File: config.mk
export PLATFORM = sky130hd
export DESIGN_NAME = sv_mem_ctrl
export DESIGN_NICKNAME = d
export VERILOG_FILES = /design/src/rtl/sv_mem_ctrl.sv
export SDC_FILE = /design/constraint.sdc
export NUM_CORES = 1
export LEC_CHECK = 0
export CORE_ASPECT_RATIO = 0.75
export CORE_MARGIN = 1
export CORE_UTILIZATION = 45
export DETAILED_ROUTE_END_ITERATION = 12
export PLACE_DENSITY_LB_ADDON = 0.15
export SYNTH_ARGS = -nofsm -noshare
export SYNTH_HDL_FRONTEND = slang
export SYNTH_SLANG_ARGS = --single-unit
File: constraint.sdc
create_clock -name clk_i -period 2.6 [get_ports clk_i]
set_input_delay 0.65 -clock clk_i [delete_from_list [all_inputs] [get_ports clk_i]]
set_output_delay 0.65 -clock clk_i [all_outputs]
set_load 0.05 [all_outputs]
File: src/rtl/sv_mem_ctrl.sv
// Survivor-path SRAM controller: arbitrates ACS writes against traceback reads onto one registered SRAM port.
// Read data returns 2 edges after accept; the write stream is held off after WR_BURST_MAX grants while a read waits.
module sv_mem_ctrl #(
  parameter int DW           = 24,
  parameter int AW           = 11,
  parameter int WR_BURST_MAX = 4
) (
  input  logic          clk_i,
  input  logic          rst_n_i,
  input  logic          wr_valid_i,
  input  logic [DW-1:0] wr_data_i,
  output logic          wr_ready_o,
  output logic [AW-1:0] wr_ptr_o,
  output logic          wr_wrap_o,
  input  logic          wptr_clr_i,
  input  logic          rd_req_i,
  input  logic [AW-1:0] rd_addr_i,
  output logic          rd_ack_o,
  output logic          rd_valid_o,
  output logic [DW-1:0] rd_data_o,
  output logic          sram_wr_en_o,
  output logic          sram_rd_en_o,
  output logic [AW-1:0] sram_addr_o,
  output logic [DW-1:0] sram_wdata_o,
  input  logic [DW-1:0] sram_rdata_i
);

  localparam int SW = $clog2(WR_BURST_MAX + 1);
  localparam logic [SW-1:0] STREAK_MAX = SW'(WR_BURST_MAX);

  logic [SW-1:0] streak;
  logic [1:0]    rd_tag;
  logic          rd_turn;
  logic          wr_grant;
  logic          rd_grant;

  // Once the writer has won WR_BURST_MAX times in a row against a waiting read, the read takes the port.
  assign rd_turn    = (streak == STREAK_MAX);
  assign rd_grant   = rd_req_i && (wptr_clr_i || !wr_valid_i || rd_turn);
  assign wr_grant   = wr_valid_i && !wptr_clr_i && !(rd_req_i && rd_turn);
  assign wr_ready_o = wr_grant;
  assign rd_ack_o   = rd_grant;

  always_ff @(posedge clk_i or negedge rst_n_i) begin
    if (!rst_n_i) begin
      wr_ptr_o     <= '0;
      wr_wrap_o    <= 1'b0;
      rd_valid_o   <= 1'b0;
      rd_data_o    <= '0;
      sram_wr_en_o <= 1'b0;
      sram_rd_en_o <= 1'b0;
      sram_addr_o  <= '0;
      sram_wdata_o <= '0;
      streak       <= '0;
      rd_tag       <= '0;
    end else begin
      sram_wr_en_o <= wr_grant;
      sram_rd_en_o <= rd_grant;
      wr_wrap_o    <= wr_grant && (wr_ptr_o == {AW{1'b1}});

      if (wr_grant) begin
        sram_addr_o  <= wr_ptr_o;
        sram_wdata_o <= wr_data_i;
      end else if (rd_grant) begin
        sram_addr_o  <= rd_addr_i;
      end

      if (wptr_clr_i) begin
        wr_ptr_o <= '0;
      end else if (wr_grant) begin
        wr_ptr_o <= wr_ptr_o + 1'b1;
      end

      if (wptr_clr_i || rd_grant || !rd_req_i) begin
        streak <= '0;
      end else if (wr_grant && streak != STREAK_MAX) begin
        streak <= streak + 1'b1;
      end

      // The SRAM bus floats when idle, so data is captured only on a tagged return cycle.
      rd_tag     <= {rd_tag[0], rd_grant};
      rd_valid_o <= rd_tag[1];
      if (rd_tag[1]) begin
        rd_data_o <= sram_rdata_i;
      end
    end
  end

endmodule

==> run summary <==
Detailed-route wire length = 7.52 mm
TritonCTS clock tree = done
Average instance area after synthesis = 11.1 um2
Die outline width = 98.8 um
Share of final-layout standard cells stronger than drive strength 1 = 0.138
First-pass GRT wire length = 12.0 mm
Final Cell Area = 4880 um2
Leakage power total = 2.18 nW
Number of DRC markers in iteration 0 = 72
Minimum hold slack = 0.236 ns
Max-cap check violation count = 0
Count of synthesis-stage warnings from yosys = 0
Area overhead of the layout relative to synthesis = 54.6%
Synth area leaders = sky130_fd_sc_hd__dfrtp_1, sky130_fd_sc_hd__nand2_1, sky130_fd_sc_hd__mux2_2
Fraction of power consumed by sequential logic = 0.417
Power share of the clock group = 0.281
Register bit total from synthesis = 78
Routed via count divided by cell count = 4.91
Overall Global Routing Usage = 0.214
Overall Power = 3.37 mW
Origin of the critical flop-to-flop path = wr_ptr_o[0]
Seq/Total Area, Yosys = 0.618
Final HPWL from detailed placement = 5.47 mm
Period minus WS final = 2.47 ns
Hold bufs inserted after CTS = 0
Worst supply voltage drop on vdd = 0.347 mV
Xor/xnor share of the synthesized area = 0.0249
Row Count = 26
Outcome = complete, no violations
Initial core utilization = 0.465
Number of distinct standard cells referenced by the synthesized netlist = 33
GP Congestion = 0.779
Gr ovfl total = 0
Largest net degree at the start of global routing = 50
Setup repair after global routing missed its margin = false
Placed Instance Area = 4680 um2
Setup Viol. Count Final = 0
Cts bufs inserted = 9
Synth Area in Adders = 0.0119
Endpoint of the worst register-to-register path = wr_ptr_o[10]
Number of antenna violations at the first check in global routing = 0
DRT Pass-1 Iters = 4
TritonCTS Sinks = 78
Final Hold Violating Endpoints = 0
Antenna-violating nets left = 0
Final critical-path setup slack = 0.126 ns
Netlist area before placement = 3160 um2
Fillers = 523
Gate Count Post-Synth = 285
Cell type with the highest aggregate area in the netlist = sky130_fd_sc_hd__dfrtp_1
Number of buffers inserted by port buffering = 139
Boundary pin count = 140
Area share of the leading cell type in the synthesized netlist = 0.618
Ant diodes = 0
Combinational group share of total power = 0.303
Cell internal power dissipation = 2.25 mW
Critical path endpoint category = output pin
CTS max path bufs = 2
Switching power share of the total = 0.333
Total power per unit cell area = 689 nW/um2
Final slew viol count = 0
Area fraction in and, or, nand and nor cells after synthesis = 0.202
FF-to-FF path depth = 5
Kind of start point of the critical path = input pin
Final net count = 499
Area of the core region = 6800 um2
Cts repair resizes = 0
Number of levels the H-tree was split into = 3
Worst min-delay path class = in -> async
Root buffer cell = sky130_fd_sc_hd__clkbuf_8
Required time reported for the critical path endpoint = 1.95 ns
Measured slew at the worst slew-check pin = 0.546 ns
Worst slew margin = 0.635
Critical-path maximum fanout = 6
Longest individual stage delay on the worst path = 0.49 ns
Data arrival time of the critical path = 1.82 ns
Cell with the largest stage delay on the worst path = sky130_fd_sc_hd__clkdlybuf4s50_1
Clk_lat worst skew = 0.33 ns
Portion of the clock cycle consumed by the worst path in the final layout = 0.952
Post-Route Skew = 0.00766 ns
Area fraction in compound gates after synthesis = 0.0249
Flop-to-flop setup slack = 0.98 ns
# Post-CTS Setup Buffers = 0
Cells traversed along the worst timing path = clkdlybuf4s50_1 -> nand2b_2 -> o21ai_1 -> inv_2 -> buf_4
Post-synth net total = 352
Die area = 7370 um2
Achievable clock frequency = 0.404 GHz
Number of vias in the routed layout = 2553
NetSw = 1.12 mW
Routed wire length per instance = 14.5 um
Final sum of negative setup slack = 0 ns
Portion of netlist area occupied by mux cells = 0.0958
Height of the die = 74.6 um
Main combinational cell family by area after synthesis = simple AND/OR/NAND/NOR gates
Worst setup timing slack at the placement stage = 0.115 ns
Via count of the first global-routing pass = 2507
Type of the worst setup path = in -> out
DRC violation count after routing = 0
Clock-pin slew reported for the worst setup and hold paths after clock tree synthesis = 0.08 ns
[worst max-delay path by stage]
| stage | start | slack [ns] | endpoint |
|---|---|---|---|
| after detailed placement | wptr_clr_i | 0.11 | rd_ack_o |
| after floorplan | wptr_clr_i | 0.51 | wr_ready_o |
| final | wptr_clr_i | 0.13 | rd_ack_o |
| after CTS | wptr_clr_i | 0.11 | rd_ack_o |
| after global routing | wptr_clr_i | 0.03 | rd_ack_o |
| after global placement | wptr_clr_i | 0.12 | rd_ack_o |
[layer usage]
layer / vias to the layer above / track usage / wire length [um]
met5: - / 0 / 0
met4: 0 / 0.0614 / 55
met3: 6 / 0.0977 / 726
met2: 97 / 0.340 / 3560
met1: 1221 / 0.269 / 3180
li1: 1229 / - / -
[flip-flops by register name, summed over array words and instances (netlist names)]
register      flops
wr_wrap_o         1
streak            3
wr_ptr_o         11
rd_tag            2
sram_wdata_o     24
sram_addr_o      11
rd_valid_o        1
sram_wr_en_o      1
rd_data_o        24
[Yosys cell counts]
| master | instances |
|---|---|
| sky130_fd_sc_hd__inv_2 | 2 |
| sky130_fd_sc_hd__nor4_2 | 3 |
| sky130_fd_sc_hd__nand2b_2 | 1 |
| sky130_fd_sc_hd__nor2_1 | 32 |
| sky130_fd_sc_hd__nor2b_1 | 1 |
| sky130_fd_sc_hd__mux2_1 | 2 |
| sky130_fd_sc_hd__ha_1 | 3 |
| sky130_fd_sc_hd__inv_1 | 3 |
| sky130_fd_sc_hd__clkbuf_1 | 2 |
| sky130_fd_sc_hd__nor3b_1 | 1 |
| sky130_fd_sc_hd__and3_1 | 1 |
| sky130_fd_sc_hd__dfrtp_1 | 78 |
| sky130_fd_sc_hd__and2_1 | 2 |
| sky130_fd_sc_hd__mux2_2 | 24 |
| sky130_fd_sc_hd__mux2i_1 | 1 |
| sky130_fd_sc_hd__and4b_1 | 1 |
| sky130_fd_sc_hd__and2b_1 | 1 |
| sky130_fd_sc_hd__o21ai_1 | 2 |
| sky130_fd_sc_hd__nor4b_2 | 1 |
| sky130_fd_sc_hd__nor3_2 | 1 |
| sky130_fd_sc_hd__nand4b_1 | 1 |
| sky130_fd_sc_hd__xnor2_1 | 5 |
| sky130_fd_sc_hd__nor3_1 | 3 |
| sky130_fd_sc_hd__nand2_1 | 79 |
| sky130_fd_sc_hd__o22ai_1 | 10 |
| sky130_fd_sc_hd__nand2_2 | 1 |
| sky130_fd_sc_hd__and3_2 | 1 |
| sky130_fd_sc_hd__nand4_4 | 1 |
| sky130_fd_sc_hd__a31oi_1 | 1 |
| sky130_fd_sc_hd__buf_2 | 9 |
| sky130_fd_sc_hd__nand3_1 | 6 |
| sky130_fd_sc_hd__nand2b_1 | 2 |
| sky130_fd_sc_hd__xor2_1 | 4 |
[cell type report]
| type | instances | area, um2 | share of cell area |
|---|---|---|---|
| clock buffer | 10 | 128 | 0.0261 |
| inverter | 5 | 18.8 | 0.00384 |
| multi-input combinational | 191 | 1140 | 0.233 |
| tap | 84 | 105 | 0.0215 |
| clock inverter | 5 | 75.1 | 0.0154 |
| sequential | 78 | 1950 | 0.400 |
| timing repair buffer | 147 | 1470 | 0.301 |
[cell families after synthesis]
| kind of cell | count (synthesis) |
|---|---|
| mux | 27 |
| simple gates | 139 |
| compound gates | 13 |
| fa+ha+maj | 3 |
| xor+xnor | 9 |
| buf+inv | 16 |
| flops | 78 |
[stage by stage]
step / cells / util
global placement: 505 / 0.689
detailed placement: 505 / 0.689
global route: 520 / 0.718
finish: 520 / 0.718
CTS: 520 / 0.718
floorplan: 285 / -
[worst max-delay path: cells and delay by family]
family	cells	cell delay, ns
compound gates	1	0.21
buf+inv	3	0.73
simple gates	1	0.22
[power by group through the flow]
stage	clock, mW	sequential, mW	combinational (mW)
3_3_place_gp	0	1.42	1.01
3_5_place_dp	0	1.43	1.03
5_1_grt	1.02	1.42	1.07
2_1_floorplan	0	1.86	0.161
4_1_cts	0.972	1.40	1.03
6_report	0.945	1.40	1.02
[cell usage in the layout (no fill, tap or decap), types with 3 or more instances in the layout]
cell,instances
sky130_fd_sc_hd__nand2_1,79
sky130_fd_sc_hd__clkdlybuf4s50_1,136
sky130_fd_sc_hd__nor3_1,3
sky130_fd_sc_hd__dfrtp_1,78
sky130_fd_sc_hd__ha_1,3
sky130_fd_sc_hd__clkinv_2,3
sky130_fd_sc_hd__inv_1,3
sky130_fd_sc_hd__nand3_1,6
sky130_fd_sc_hd__o22ai_1,10
sky130_fd_sc_hd__xnor2_1,5
sky130_fd_sc_hd__buf_4,9
sky130_fd_sc_hd__clkbuf_8,9
sky130_fd_sc_hd__xor2_1,4
sky130_fd_sc_hd__mux2_2,24
sky130_fd_sc_hd__nor4_2,3
sky130_fd_sc_hd__nor2_1,32
(Power assumes the default switching activity.)
